**config.mk**
```make
export PLATFORM = sky130hd
export DESIGN_NAME = ikaopm_acc_multi
export DESIGN_NICKNAME = d
export VERILOG_FILES = /design/src/rtl/ikaopm_acc_multi.sv
export SDC_FILE = /design/constraint.sdc
export NUM_CORES = 1
export LEC_CHECK = 0
export ABC_AREA = 1
export CAP_MARGIN = 10
export CORE_UTILIZATION = 45
export CTS_BUF_LIST = sky130_fd_sc_hd__clkbuf_16
export DETAILED_ROUTE_END_ITERATION = 12
export PLACE_DENSITY_LB_ADDON = 0.05
export SETUP_SLACK_MARGIN = 0.1
export SLEW_MARGIN = 20
export SYNTH_ARGS = -nofsm -noshare
export SYNTH_HDL_FRONTEND = slang
export SYNTH_SLANG_ARGS = --single-unit
```
**constraint.sdc**
```tcl
create_clock -name i_EMUCLK -period 3.3 [get_ports i_EMUCLK]
set_input_delay 0.66 -clock i_EMUCLK [delete_from_list [all_inputs] [get_ports i_EMUCLK]]
set_output_delay 0.66 -clock i_EMUCLK [all_outputs]
set_load 0.05 [all_outputs]
```
**src/rtl/ikaopm_acc_multi.sv**
```systemverilog
// Sums routed per-slot operator/noise samples into NCH channel accumulators, dumping each at its own slot.
// Latency: input latched at end of slot s, summed at end of s+1; o_PO/o_CLIP update at end of D_c.
// No backpressure: free-running slot pipeline, all state advances only on edges with i_phi1_NCEN_n low.
module ikaopm_acc_multi #(
    parameter int NCH        = 2,
    parameter int IN_W       = 14,
    parameter int ACC_W      = 18,
    parameter int OUT_W      = 16,
    parameter int DUMP_SLOT  = 13,
    parameter int NOISE_SLOT = 12
) (
    input  logic                 i_EMUCLK,
    input  logic                 i_MRST_n,
    input  logic                 i_phi1_NCEN_n,
    input  logic                 i_SYNC,
    input  logic                 i_NE,
    input  logic                 i_SNDADD,
    input  logic [NCH-1:0]       i_CH_EN,
    input  logic [IN_W-1:0]      i_OPDATA,
    input  logic [IN_W-1:0]      i_NOISE,
    input  logic                 i_SAT_EN,
    input  logic                 i_CLIP_CLR,
    output logic [NCH*OUT_W-1:0] o_PO,
    output logic [NCH-1:0]       o_PO_VALID,
    output logic [NCH-1:0]       o_SO,
    output logic [NCH-1:0]       o_CLIP
);

    localparam logic [4:0] NSLOT = 5'(NOISE_SLOT);
    localparam logic signed [ACC_W-1:0] OMAX = {{(ACC_W-OUT_W+1){1'b0}}, {(OUT_W-1){1'b1}}};
    localparam logic signed [ACC_W-1:0] OMIN = {{(ACC_W-OUT_W+1){1'b1}}, {(OUT_W-1){1'b0}}};

    logic [4:0]                  cnt_q, cnt_d;
    logic [IN_W-1:0]             inl_q, inl_d;
    logic [NCH-1:0]              add_q, add_d;
    logic [NCH-1:0][ACC_W-1:0]   acc_q, acc_d;
    logic [NCH-1:0][OUT_W-1:0]   po_q, po_d;
    logic [NCH-1:0]              vld_q, vld_d;
    logic [NCH-1:0]              clip_q, clip_d;
    logic [NCH-1:0]              so_bits;
    logic [ACC_W-1:0]            inl_ext;

    // Channels are spread evenly around the 32-slot frame starting at DUMP_SLOT.
    function automatic logic [4:0] dump_slot(input int c);
        return 5'((DUMP_SLOT + c * (32 / NCH)) % 32);
    endfunction

    function automatic logic out_of_range(input logic [ACC_W-1:0] a);
        logic signed [ACC_W-1:0] v;
        v = signed'(a);
        return (v > OMAX) || (v < OMIN);
    endfunction

    function automatic logic [OUT_W-1:0] convert(input logic [ACC_W-1:0] a, input logic sat);
        logic signed [ACC_W-1:0] v;
        v = signed'(a);
        if (sat && (v > OMAX)) return {1'b0, {(OUT_W-1){1'b1}}};
        if (sat && (v < OMIN)) return {1'b1, {(OUT_W-1){1'b0}}};
        return a[OUT_W-1:0];
    endfunction

    // ofs is slots elapsed since the dump; bit ofs-1 is on the line for ofs in 1..OUT_W.
    function automatic logic ser_bit(input logic [OUT_W-1:0] w, input logic [4:0] ofs);
        logic [OUT_W-1:0] sh;
        sh = w >> (ofs - 5'd1);
        return ((ofs != 5'd0) && (ofs <= 5'(OUT_W))) ? sh[0] : 1'b0;
    endfunction

    assign inl_ext = {{(ACC_W-IN_W){inl_q[IN_W-1]}}, inl_q};

    always_comb begin
        cnt_d = i_SYNC ? 5'd0 : cnt_q + 5'd1;
        inl_d = (i_NE && (cnt_q == NSLOT)) ? i_NOISE : i_OPDATA;
        add_d = {NCH{i_SNDADD}} & i_CH_EN;
    end

    always_comb begin
        acc_d  = acc_q;
        po_d   = po_q;
        vld_d  = '0;
        clip_d = clip_q & ~{NCH{i_CLIP_CLR}};
        for (int c = 0; c < NCH; c++) begin
            if (cnt_q == dump_slot(c)) begin
                // A clip detected on this edge overrides a simultaneous clear.
                po_d[c]   = convert(acc_q[c], i_SAT_EN);
                clip_d[c] = clip_d[c] | out_of_range(acc_q[c]);
                vld_d[c]  = 1'b1;
                acc_d[c]  = add_q[c] ? inl_ext : '0;
            end else if (add_q[c]) begin
                acc_d[c] = acc_q[c] + inl_ext;
            end
        end
    end

    always_comb begin
        so_bits = '0;
        for (int c = 0; c < NCH; c++) begin
            so_bits[c] = ser_bit(po_q[c], cnt_q - dump_slot(c));
        end
    end

    always_ff @(posedge i_EMUCLK) begin
        if (!i_phi1_NCEN_n) begin
            if (!i_MRST_n) begin
                cnt_q  <= '0;
                inl_q  <= '0;
                add_q  <= '0;
                acc_q  <= '0;
                po_q   <= '0;
                vld_q  <= '0;
                clip_q <= '0;
            end else begin
                cnt_q  <= cnt_d;
                inl_q  <= inl_d;
                add_q  <= add_d;
                acc_q  <= acc_d;
                po_q   <= po_d;
                vld_q  <= vld_d;
                clip_q <= clip_d;
            end
        end
    end

    assign o_PO       = po_q;
    assign o_PO_VALID = vld_q;
    assign o_SO       = so_bits;
    assign o_CLIP     = clip_q;

endmodule

```
==> results.ini <==
[final_layout]
finalNetCount=976
final_cells=1083
drive_gt1_share_pct=6.42
fin_area_mm2=0.00772
syn2layout_area_growth_pct=20.9
antenna_cells=0
num-fill-cells=1279

[pwr]
powerDensity_mw_per_mm2=457
p_total_w=0.00353
peakVddDrop_uv=261
p_leak_nw=3.41

[clock_tree]
cts.clk_slew.worst_paths_ns=0.07
cts_tree=done
clock_sinks=93
clk_path_buf_depth=2
cts_made_buffers=9
cts_htree_levels=3
root_buffer=clkbuf_16
hold_buffers=0
insertion_delay_ns=0.35

[detailed_routing]
drtAntennaViolNets=0
drtIter0Drc=542
drc=0
firstDrtPassIters=5
viasPerCell=5.42
wl_per_cell_um=16.8
wl_mm=18.2
num_vias=5866

[die]
die_width_um=121
start_util_pct=46.0
fp.dieH_um=121
std_cell_rows=43
die_area_mm2=0.0147
core-area_mm2=0.0139
io_pins=76

[sta]
hold_viol=0
finalCritPeriodShare_pct=91.6
worstMarginPinSlew_ns=0.774
setup_tns_ns=0
finalCriticalPeriod_ns=3.02
timing.fmax_mhz=331
final_max_slew_viol_count=0
fin_worst_hold_slack_ns=0.599
rsz0062_at_grt=no
finalSetupViolCount=0
relSlewSlack_pct=48.4
finClkSkew_ns=0.0112

[run_status]
outcome=complete, no violations

[critical_path]
crit_family=simple AND/OR/NAND/NOR gates
worst_setup_path_start_kind=flip-flop
path_common_cell=nand2_1
rr_startpoint=cnt_q[0]
worstPathArrival_ns=2.36
critPathBufInv=3
critPathMaxStageDelay_ns=0.47
cp_max_fo=8
cp.required_ns=2.64
crit_chain=inv_1 > ha_1 > inv_1 > nand2_1 > o22ai_1 > o21ai_0 > nand2_1 > nand2_1 > nand2_1 > nor2_2 > buf_12
criticalPathCategory=reg -> out
cpMaxStageDelayCell=edfxtp_1
crit_start=cnt_q[0]
endpoint_kind=primary output

[logic_synthesis]
postSynthCellCount=816
synth_cell_types=34
avgSynthCellArea_um2=7.83
yosysSeqAreaShare_pct=43.7
synthesis.nets=894
ys_ff_latch=93
ys_warn_count=0
syn-cell-area_mm2=0.00639

[placed_design]
portBuffers=75
hpwl_mm=14.4
dpl.cell_count=1064
placedInstanceArea_mm2=0.00737
gp_congestion=0.942

[hold_path]
hp-class=reg -> reg
hp-start=o_CLIP[0]

[grt]
grt_pass1_wl_mm=29.1
grt_pass1_vias=5529
grt_use_total_pct=26.2
grt_start_max_net_pins=41
antenna_found_initial=0
grt_overflow=0

[flow_run]
maxCapViolations=0

-- worst register-to-register path, delay by kind of cell, from the launching register on --
| kind | cells | cell delay [ns] |
|---|---|---|
| compound gates | 1 | 0.13 |
| flops | 1 | 0.49 |
| simple gates | 2 | 0.76 |
| buf+inv | 3 | 0.56 |
| fa+ha+maj | 1 | 0.31 |
-- flip-flops by register name, summed over array words and instances, names as in the netlist --
register / flops
o_PO: 32
cnt_q: 5
inl_q: 14
acc_q: 36
o_CLIP: 2
add_q: 2
o_PO_VALID: 2
-- Yosys cell counts --
cell type | n | area, µm²
nor2_4 | 2 | 22.5
nand3_1 | 58 | 290
o21a_1 | 2 | 15.0
nand2_1 | 244 | 916
and2_1 | 4 | 25.0
nand3_2 | 2 | 20.0
nor2_2 | 3 | 18.8
a21o_1 | 1 | 7.51
inv_2 | 7 | 26.3
fa_1 | 2 | 40.0
nor2_1 | 78 | 293
nand2_2 | 5 | 31.3
buf_6 | 1 | 11.3
o21ai_0 | 50 | 250
buf_1 | 3 | 11.3
xor2_2 | 2 | 32.5
o21ai_2 | 1 | 8.76
o21bai_1 | 1 | 7.51
inv_1 | 78 | 293
nor3_1 | 2 | 10.0
xor2_1 | 4 | 35.0
ha_1 | 38 | 475
or2_2 | 2 | 12.5
a32o_1 | 1 | 10.0
buf_2 | 2 | 10.0
xnor2_1 | 6 | 52.6
nand4_1 | 3 | 18.8
buf_4 | 1 | 7.51
o22ai_1 | 21 | 131
nand3b_1 | 10 | 75.1
a21oi_1 | 80 | 400
edfxtp_1 | 93 | 2790
o21ai_1 | 1 | 5.00
clkbuf_1 | 8 | 30.0
-- metrics by stage --
stage / worst slack, ns / util, %
after floorplan: 0.438 / -
after global placement: 0.593 / 53.1
after detailed placement: 0.520 / 53.1
after CTS: 0.132 / 55.2
after global routing: 0.0583 / 55.6
final: 0.276 / 55.6
-- layer usage --
layer  global-route usage, %  vias up  wire length (µm)
li1                        -     2927                 -
met1                    36.9     2701              8530
met2                    42.1      212              8220
met3                    3.62       26              1140
met4                    6.94        0               325
met5                       0        -                 0
-- kinds of logic after synthesis --
family / Yosys count / synth area share (%)
AOI/OAI and AO/OA: 158 / 13.1
DFF: 93 / 43.7
adders and majority gates: 40 / 8.07
xor gates and xnor gates: 12 / 1.88
and+or+nand+nor: 413 / 27.1
buffers and inverters: 100 / 6.09
-- cell usage in the layout, fill, tap and decap left out, types with 3 or more instances in the layout --
cell type	n
nor2_2	7
buf_4	11
a21oi_1	80
clkbuf_16	9
o21ai_0	50
and2_1	4
nor2_1	74
nand3b_1	10
nand3_1	58
xnor2_1	6
edfxtp_1	93
nand4_1	3
clkdlybuf4s50_1	73
xor2_1	4
inv_2	7
nand2_2	6
inv_1	78
o22ai_1	21
ha_1	38
nand2_1	242
-- path summary, 6_finish.rpt --
path | slack [ns] | cells after the start | end
max | 0.28 | 11 | o_SO[1]
min | 0.60 | 2 | o_CLIP[0]
max reg2reg | 0.78 | 7 | acc_q[32]
min reg2reg | 0.60 | 2 | o_CLIP[0]
-- area by class of cell --
class	instances	area, µm²	share of cell area [%]
Timing Repair Buffer	86	853	11.0
Tap cell	180	225	2.92
Multi-Input combinational cell	623	3240	41.9
Clock buffer	9	225	2.92
Sequential cell	93	2790	36.2
Inverter	85	319	4.13
Clock inverter	7	71.3	0.924
-- report_power, final --
part,switching [W],leakage [nW],total [W],internal (W)
Combinational,0.000616,2.34,0.000972,0.000356
Clock,0.000464,0.140,0.00105,0.000589
Sequential,0.0000867,0.922,0.00151,0.00142
-- repair_timing --
action | 4_1_cts | 5_1_grt
setup endpoints to repair | 0 | 2
resized for setup | 0 | 7
setup buffers | 0 | 3
Power figures use the tool's default switching activity.
